$ cat src/rtl/adc_seq_pkg.sv
// adc_seq_pkg
//   Shared types and defaults for the ADC capture sequencer.
//   - state_e      : burst-control FSM state encoding
//   - DEF_DATA_W   : default ADC sample width
//   - DEF_CNT_W    : default sample-count width
//   - DEF_MIN_DIV  : default smallest accepted divider ratio
package adc_seq_pkg;

    localparam int unsigned DEF_DATA_W  = 12;
    localparam int unsigned DEF_CNT_W   = 16;
    localparam int unsigned DEF_MIN_DIV = 2;

    typedef enum logic [2:0] {
        S_IDLE,
        S_ARM,
        S_RUN,
        S_DRAIN,
        S_DONE
    } state_e;

endpackage

$ cat src/rtl/adc_capture_sequencer_edge_detect.sv
// edge_detect
//   Registers a signal that already lives in the clk_i domain and flags its
//   rising edge for one cycle.
//   Ports:
//     clk_i  : system clock
//     rst_i  : synchronous active-high reset (clears the history register)
//     sig_i  : monitored signal (divided clock)
//     rise_o : high in the cycle where sig_i is 1 and was 0 one clock earlier
module edge_detect (
    input  logic clk_i,
    input  logic rst_i,
    input  logic sig_i,
    output logic rise_o
);

    logic sig_q;

    always_ff @(posedge clk_i) begin
        if (rst_i) begin
            sig_q <= 1'b0;
        end else begin
            sig_q <= sig_i;
        end
    end

    assign rise_o = sig_i & ~sig_q;

endmodule

$ cat src/rtl/adc_capture_sequencer.sv
// adc_capture_sequencer
//   Runs one ADC capture burst: programs and enables the sample-clock divider,
//   captures the ADC word on every rising edge of the divided clock, offers it
//   on a one-entry valid/ready output and stops after n_samples captures.
//   Ports:
//     clk_in, reset             : system clock, synchronous active-high reset
//     start, abort              : burst request / termination
//     divisor_cfg, n_samples    : burst configuration, latched on start
//     div_switch, div_divisor   : divider enable and ratio
//     div_clk                   : divided clock (registered in clk_in domain)
//     adc_data                  : ADC parallel word
//     sample_data/valid/ready   : captured-sample handshake
//     busy, done                : status; done pulses once per completed burst
//     overrun                   : sticky, a sample was replaced before read
//     cfg_err                   : pulses when a start is rejected
module adc_capture_sequencer
    import adc_seq_pkg::*;
#(
    parameter int unsigned DATA_W  = DEF_DATA_W,
    parameter int unsigned CNT_W   = DEF_CNT_W,
    parameter int unsigned MIN_DIV = DEF_MIN_DIV
) (
    input  logic              clk_in,
    input  logic              reset,
    input  logic              start,
    input  logic              abort,
    input  logic [31:0]       divisor_cfg,
    input  logic [CNT_W-1:0]  n_samples,
    output logic              div_switch,
    output logic [31:0]       div_divisor,
    input  logic              div_clk,
    input  logic [DATA_W-1:0] adc_data,
    output logic [DATA_W-1:0] sample_data,
    output logic              sample_valid,
    input  logic              sample_ready,
    output logic              busy,
    output logic              done,
    output logic              overrun,
    output logic              cfg_err
);

    state_e              state_q;
    logic [CNT_W-1:0]    cnt_q;
    logic [CNT_W-1:0]    cnt_d;
    logic [CNT_W-1:0]    n_q;
    logic                div_switch_q;
    logic [31:0]         div_divisor_q;
    logic [DATA_W-1:0]   data_q;
    logic                valid_q;
    logic                done_q;
    logic                overrun_q;
    logic                cfg_err_q;
    logic                div_rise;
    logic                cfg_ok;
    logic                handshake;

    edge_detect u_edge (
        .clk_i  (clk_in),
        .rst_i  (reset),
        .sig_i  (div_clk),
        .rise_o (div_rise)
    );

    assign cnt_d     = cnt_q + CNT_W'(1);
    assign cfg_ok    = (divisor_cfg >= MIN_DIV) && (n_samples != '0);
    assign handshake = valid_q & sample_ready;

    always_ff @(posedge clk_in) begin
        if (reset) begin
            state_q       <= S_IDLE;
            cnt_q         <= '0;
            n_q           <= '0;
            div_switch_q  <= 1'b0;
            div_divisor_q <= '0;
            data_q        <= '0;
            valid_q       <= 1'b0;
            done_q        <= 1'b0;
            overrun_q     <= 1'b0;
            cfg_err_q     <= 1'b0;
        end else begin
            done_q    <= 1'b0;
            cfg_err_q <= 1'b0;
            // Consumption is independent of state; a capture below overrides it.
            if (handshake) begin
                valid_q <= 1'b0;
            end
            if (abort && (state_q != S_IDLE)) begin
                state_q      <= S_IDLE;
                div_switch_q <= 1'b0;
                valid_q      <= 1'b0;
            end else begin
                case (state_q)
                    S_IDLE: begin
                        if (start) begin
                            if (cfg_ok) begin
                                n_q           <= n_samples;
                                div_divisor_q <= divisor_cfg;
                                overrun_q     <= 1'b0;
                                cnt_q         <= '0;
                                state_q       <= S_ARM;
                            end else begin
                                cfg_err_q <= 1'b1;
                            end
                        end
                    end
                    // One cycle with the new ratio on div_divisor before enabling.
                    S_ARM: begin
                        div_switch_q <= 1'b1;
                        state_q      <= S_RUN;
                    end
                    S_RUN: begin
                        if (div_rise) begin
                            data_q  <= adc_data;
                            valid_q <= 1'b1;
                            cnt_q   <= cnt_d;
                            if (valid_q && !sample_ready) begin
                                overrun_q <= 1'b1;
                            end
                            if (cnt_d == n_q) begin
                                div_switch_q <= 1'b0;
                                state_q      <= S_DRAIN;
                            end
                        end
                    end
                    S_DRAIN: begin
                        if (!valid_q || sample_ready) begin
                            done_q  <= 1'b1;
                            state_q <= S_DONE;
                        end
                    end
                    S_DONE: begin
                        state_q <= S_IDLE;
                    end
                    default: begin
                        state_q <= S_IDLE;
                    end
                endcase
            end
        end
    end

    assign div_switch   = div_switch_q;
    assign div_divisor  = div_divisor_q;
    assign sample_data  = data_q;
    assign sample_valid = valid_q;
    assign busy         = (state_q != S_IDLE);
    assign done         = done_q;
    assign overrun      = overrun_q;
    assign cfg_err      = cfg_err_q;

endmodule

$ cat config.mk
export PLATFORM = sky130hd
export DESIGN_NAME = adc_capture_sequencer
export DESIGN_NICKNAME = d
export VERILOG_FILES = /design/src/rtl/adc_seq_pkg.sv /design/src/rtl/adc_capture_sequencer_edge_detect.sv /design/src/rtl/adc_capture_sequencer.sv
export SDC_FILE = /design/constraint.sdc
export NUM_CORES = 1
export LEC_CHECK = 0
export ABC_AREA = 0
export ABC_CLOCK_PERIOD_IN_PS = 1920
export BUFFER_PORTS_ARGS = -buffer_cell sky130_fd_sc_hd__buf_2
export CORE_ASPECT_RATIO = 0.8
export CORE_MARGIN = 1.5
export CORE_UTILIZATION = 40
export DETAILED_ROUTE_END_ITERATION = 12
export HOLD_SLACK_MARGIN = 0.02
export PLACE_DENSITY = 0.67
export SETUP_SLACK_MARGIN = 0.02
export SLEW_MARGIN = 0
export SYNTH_ARGS = -nofsm -noshare
export SYNTH_HDL_FRONTEND = slang
export SYNTH_SLANG_ARGS = --single-unit
$ cat constraint.sdc
create_clock -name clk_in -period 1.92 [get_ports clk_in]
set_clock_uncertainty 0.1 [all_clocks]
set_input_delay 0.384 -clock clk_in [delete_from_list [all_inputs] [get_ports clk_in]]
set_output_delay 0.384 -clock clk_in [all_outputs]
set_load 0.03 [all_outputs]
==> Yosys cells after proc, flatten, opt, wreduce, memory -nomap -nowiden <==
Index checks and enable logic that the tools add are counted.
{ "op_classes": {"n_lt_le_gt_ge": 1, "reduce_logical": 20, "bitwise": 7, "n_mux": 23, "eq_ne": 10, "add_sub_neg": 1} }
{ "ops": {"columns": ["op", "count"], "rows": [
  ["$mux 16", 3],
  ["$ge 32x2->1 const B", 1],
  ["$pmux 16 s2", 1],
  ["$add 16x1->16 const B", 1],
  ["$eq 16x16->1", 1],
  ["$reduce_bool 16->1", 1],
  ["$mux 3", 5],
  ["$ne 2x2->1 const B", 6],
  ["$pmux 3 s4", 1],
  ["$mux 1", 11],
  ["$reduce_and 5->1", 2],
  ["$eq 3x2->1 const B", 2],
  ["$reduce_and 3->1", 2],
  ["$reduce_and 6->1", 1],
  ["$not 1->1", 5],
  ["$pmux 1 s2", 2],
  ["$reduce_and 4->1", 1],
  ["$reduce_bool 2->1", 2],
  ["$reduce_or 4->1", 1],
  ["$eq 3x1->1 const B", 1],
  ["$logic_and 1x1->1", 3],
  ["$logic_not 3->1", 1],
  ["$reduce_bool 3->1", 1],
  ["$reduce_or 3->1", 1],
  ["4 further kinds", 6]
]} }
{ "word_totals": {"wordCells": 73, "inputBits": 66, "regBits": 85} }

==> Depth between registers and ports, before layout <==
{ "logic_depth": {"ltp_word": 5, "depth_mapped": 8, "depth_no_buf": 7} }

==> Cells and area by module <==
From an unflattened synthesis, not the netlist that was laid out.
{ "unflattened": {"hier_cells": 414, "hier_area_um2": 3736.1} }
{ "modules_own_cells": {"columns": ["module", "area_each_um2", "seq_area_each_um2", "cells_each", "instances"], "rows": [
  ["adc_capture_sequencer", 3688.5, 1681.6, 411, 1],
  ["edge_detect", 47.5, 20.0, 3, 1]
]} }

==> Worst setup path before layout <==
Ideal clock, no wire load.
{ "synth_timing": {"kind": "reg-to-reg", "from": "register cnt_q[0]", "to": "register div_switch_q (netlist: div_switch)", "period_less_slack_ps": 2117, "setup_ps": 121, "path_stages_with_launch": 9, "arrival_ps": 1897, "n_path_buf": 1, "path_slack_ps": -197, "t_required_ps": 1699, "path_cell_list": "dfxtp_1 > ha_1 > nand3_1 > clkbuf_1 > nor4_1 > and4b_1 > a211oi_1 > nand4_1 > nor3b_1"} }
{ "synth_via": {"elab_chain_len": 4} }
{ "synth_lines": {"columns": ["item", "line_no", "rtl"], "rows": [
  ["start: declaration", "adc_capture_sequencer.sv:43", "logic [CNT_W-1:0] cnt_q;"],
  ["start signal: assignment", "adc_capture_sequencer.sv:115", "cnt_q <= cnt_d;"],
  ["$add 16x1->16", "adc_capture_sequencer.sv:64", "assign cnt_d = cnt_q + CNT_W'(1);"],
  ["$eq 16x16->1", "adc_capture_sequencer.sv:119", "if (cnt_d == n_q) begin"],
  ["$ne 2x2->1 (no source line)", null, null],
  ["$reduce_and 3->1 (no source line)", null, null],
  ["end signal: assignment", "adc_capture_sequencer.sv:73", "div_switch_q <= 1'b0;"],
  ["end signal: assignment", "adc_capture_sequencer.sv:89", "div_switch_q <= 1'b0;"],
  ["end signal: assignment", "adc_capture_sequencer.sv:120", "div_switch_q <= 1'b0;"],
  ["end: declaration", "adc_capture_sequencer.sv:46", "logic div_switch_q;"]
]} }
No other way between the ends.
A chain may end at the register's enable or synchronous reset.

==> Final worst setup path <==
Same ends and word-level chain as after synthesis.

==> summary by stage <==
Clocking
The clock sink total is 85. The post-cts hold buffer count is 0. The clock-pin transition on the worst setup and hold timing paths is 0.06 ns. The clock tree from TritonCTS is done. The clock insertion delay at the later pin of the skew report is between 0.3 and 0.4 ns.

The tree is rooted in a sky130_fd_sc_hd__clkbuf_16. No sink is reached through more buffers than the 2 on the longest clock path. Buffers inserted during clock tree synthesis total 9.

The H-tree level count is 3.

Layout
The total number of nets in the final design is 697. The area growth from synthesis to layout is 52.5%. The most common library cell in the layout ignoring fill and taps is sky130_fd_sc_hd__buf_2. 0 antenna diodes ended up in the layout. The multi-input gate area in the final layout is about 2300 um2. Of the cells placed in the final design, the portion with a size suffix greater than 1 is 0.429. The final design utilization is 0.639. Leaving out fill and tap cells, the most frequent cells in the layout are 110 x sky130_fd_sc_hd__buf_2, 79 x sky130_fd_sc_hd__buf_4, 78 x sky130_fd_sc_hd__dfxtp_1. Across the whole layout, storage elements account for 1720 um2. The layout filler cell count is 764.

Timing
Static timing analysis puts the maximum clock frequency at between 0.5 and 0.6 GHz. Of the available clock period, the critical path in the final layout requires 1.03. The minimum clock period is slightly below 2 ns. At the pin with the least slew margin, the transition time is 0.474 ns. The final max-slew violation count was 0. Setup slack on the critical path of the routed design comes to -0.0513 ns. The final hold violation count is 0. Setup repair after global routing could not meet its margin everywhere.

The normalized max-slew margin is 0.683. The final setup violation count is 4.

Floorplan
In this run the count of I/O pins placed on the die edge is roughly 120. The initial core utilization is 0.419. The floorplan has 31 rows. The x dimension of the die is around 110 um. The floorplan step defined a die boundary enclosing slightly above 10,000 um2. The area inside the core boundary is just over 9000 um2. The die outline height is approximately 90 um.

Place
Summed over all nets, the half-perimeter wirelength after detailed placement is slightly above 8000 um. The pre-CTS setup slack is -0.390 ns. The number of buffers added on ports is between 100 and 150. Routability-driven placement finished with a final weighted congestion of 0.855.

Drt
The number of detailed-route iterations in the first pass is 5. The routed design uses 923 um of met3 wire. The initial DRC count is 272. Once detail routing completed, the nets flagged for antenna violations numbered 0.

The routed wire length per instance is about 16 um. The length of routed met2 wiring is about 5700 um. After detailed routing, the number of vias per cell comes to approximately 5.4. The via count of the routed design is between 4,000 and 5,000. For this run, design rule violations remaining after detail routing come to 0. The total wirelength of the detailed-routed design is roughly 12,000 um. The top layer reached by signal wires is met4.

The wire length on met1 is 5400 um.

Global routing
The number of global-route vias before repair is 3,709. The number of antenna violations at the first check in global routing is 0. The global-route usage over all layers is 0.217.

Entering global routing, the biggest net connects 25 pins. The first global-routing pass estimated between 15,000 and 20,000 um of wire. After global routing the overflow that remains totals 0.

Power and ir drop
The total power is ~0.0046 W. Dividing total power by cell area gives a power density of roughly 780 nW/um2. The leakage power figure is 2.72 nW.

The worst IR drop on VDD is between 0.5 and 0.6 mV.

Worst setup path
Walking the worst path, the cells encountered are ha_4, nand3_4, buf_4, nor4_4, xnor2_1, nor3_1, nand4_1, nor3b_2. The largest single stage delay on the critical path is about 0.36 ns. By startpoint and endpoint, the worst setup path is classified as reg -> reg. The slowest stage of the critical path belongs to the cell sky130_fd_sc_hd__dfxtp_4.

The register-to-register path setup slack is -0.05 ns. The startpoint identified for the worst register-to-register timing path is cnt_q[0]. Data on the critical path is required at its endpoint by roughly 2 ns. The endpoint of the worst-slack reg-to-reg timing path is div_switch. The critical path startpoint category is a register. STA puts the critical path data arrival time at 2.10 ns. The origin of the worst setup path is cnt_q[0]. The number of cells on the worst reg-to-reg path is 8. The kind of end point of the critical path is a register.

The maximum fanout along the worst path is 5.

Logic synthesis
The simple-gate portion of the synthesized area is 0.238. After synthesis, the share of flip-flops with an asynchronous set or reset is 0. Of the total synthesized cell area, the portion taken by XOR and XNOR cells is 0.0498.

For this run, the leading register cell type out of synthesis is sky130_fd_sc_hd__dfxtp_1. The cell area after synthesis is 3870 um2. Dividing the synthesized area by the synthesized cell count gives just under 9 um2.

The share of synthesized cell area in full adder, half adder and majority cells is 0.00324. The number of warnings reported in the yosys synthesis log is 0. In the synthesized netlist, the number of instances is around 440. The number of distinct library cell variants in the gate-level netlist after synthesis is between 40 and 50.

The fraction of the yosys area taken by sequential cells is 0.440. When the netlist entered floorplanning its net count stood at approximately 500. The number of synthesized flops with an enable pin is 0. After synthesis, the share of cell area in mux cells is 0.122.

After synthesis, the largest family of logic cells by area is simple AND/OR/NAND/NOR gates. Synthesis inferred between 80 and 90 register bits. The synthesized-area fraction occupied by ao, oa, aoi and oai cells is 0.107.

Worst hold path
The cell depth of the worst hold path is 2. The path class of the tightest hold or removal check is in -> reg. For hold timing, the worst endpoint is u_edge.sig_q. The beginning of the worst hold path is div_clk.

Status
The flow ran to the end, but the final reports show violations. The checks that failed: setup timing.

Job
The number of max-cap violations is 0.
-- area by class of cell --
cell class	instances	share of cell area
tap	115	0.0244
clock inverter	4	0.00827
sequential	85	0.291
clock buffer	11	0.0412
inverter	3	0.00191
multi-input combinational	324	0.388
timing repair buffer	207	0.245
-- synthesized netlist by cell type, drive strengths merged, types with 2 or more instances --
cell type	number	area (um2)
dfxtp	85	1700
nor2	69	259
mux2i	47	470
nand2	39	146
a21oi	28	140
clkbuf	20	75.1
nor4	18	128
o21ai	15	75.1
xnor2	15	131
buf	11	70.1
nand4	11	68.8
nor3	9	55.1
a31oi	7	43.8
nand3	7	35.0
or3	7	48.8
xor2	7	61.3
nor3b	4	30.0
a211oi	3	22.5
a311oi	3	26.3
and2	3	18.8
inv	3	11.3
nand3b	3	22.5
a21o	2	15.0
and3	2	12.5
and4	2	17.5
and4b	2	20.0
nand4b	2	17.5
nor2b	2	12.5
o2111ai	2	17.5
o211ai	2	15.0
-- state kept, by name, summed over array words and instances, names as in the netlist --
register and count:
cfg_err 1, done 1, overrun 1, cnt_q 16, div_divisor 32, u_edge.sig_q 1, sample_valid 1, n_q 16
state_q 3, sample_data 12, div_switch 1
-- layer usage --
layer  GRT usage  vias to the layer above
met2       0.348                      173
met3      0.0541                       25
li1            -                     1942
met1       0.290                     1921
met5           0                        -
met4      0.0615                        0
-- power breakdown --
group	switching (W)	total, W	internal [W]
registers	0.0000634	0.00192	0.00185
clock network	0.000701	0.00173	0.00103
logic	0.000492	0.000929	0.000437
total	0.00126	0.00458	0.00332
-- critical path: cells and delay by family (launching register included) --
| family | cells | cell delay [ns] |
|---|---|---|
| buf+inv | 1 | 0.18 |
| flops | 1 | 0.36 |
| simple gates | 5 | 0.91 |
| xor+xnor | 1 | 0.13 |
| fa+ha+maj | 1 | 0.18 |
-- through the flow --
stage	hold slack [ns]	cells	TNS [ns]	area (um2)
floorplan	0.378	441	-0.0132	3900
global placement	0.339	721	-18.71	5110
detailed placement	0.346	721	-20.99	5110
CTS	0.171	738	-0.0209	5520
global route	0.183	749	-0.685	5900
finish	0.170	749	-0.0996	5900
-- worst max path at each step --
stage | endpoint | slack (ns) | cells past startpoint
after floorplan | cnt_q[8] | -0.004 | 6
after global routing | div_switch | -0.13 | 7
after CTS | div_switch | -0.02 | 7
final | div_switch | -0.05 | 8
after detailed placement | cnt_q[13] | -0.39 | 7
after global placement | cnt_q[13] | -0.34 | 7
-- logic make-up after synthesis --
group / after synthesis
XOR/XNOR: 22
AND/OR/NAND/NOR: 183
AO/OA/AOI/OAI: 69
flip-flops: 85
buffers and inverters: 34
multiplexers: 47
adder cells (fa/ha/maj): 1
-- repair_timing --
action                     in CTS  in global routing
setup buffers                   2                  4
setup endpoints to repair      34                 74
pin swaps                      12                 17
resized for setup              21                 50
gates cloned                    0                  7
Note: power is estimated with default switching activity, not from simulation.
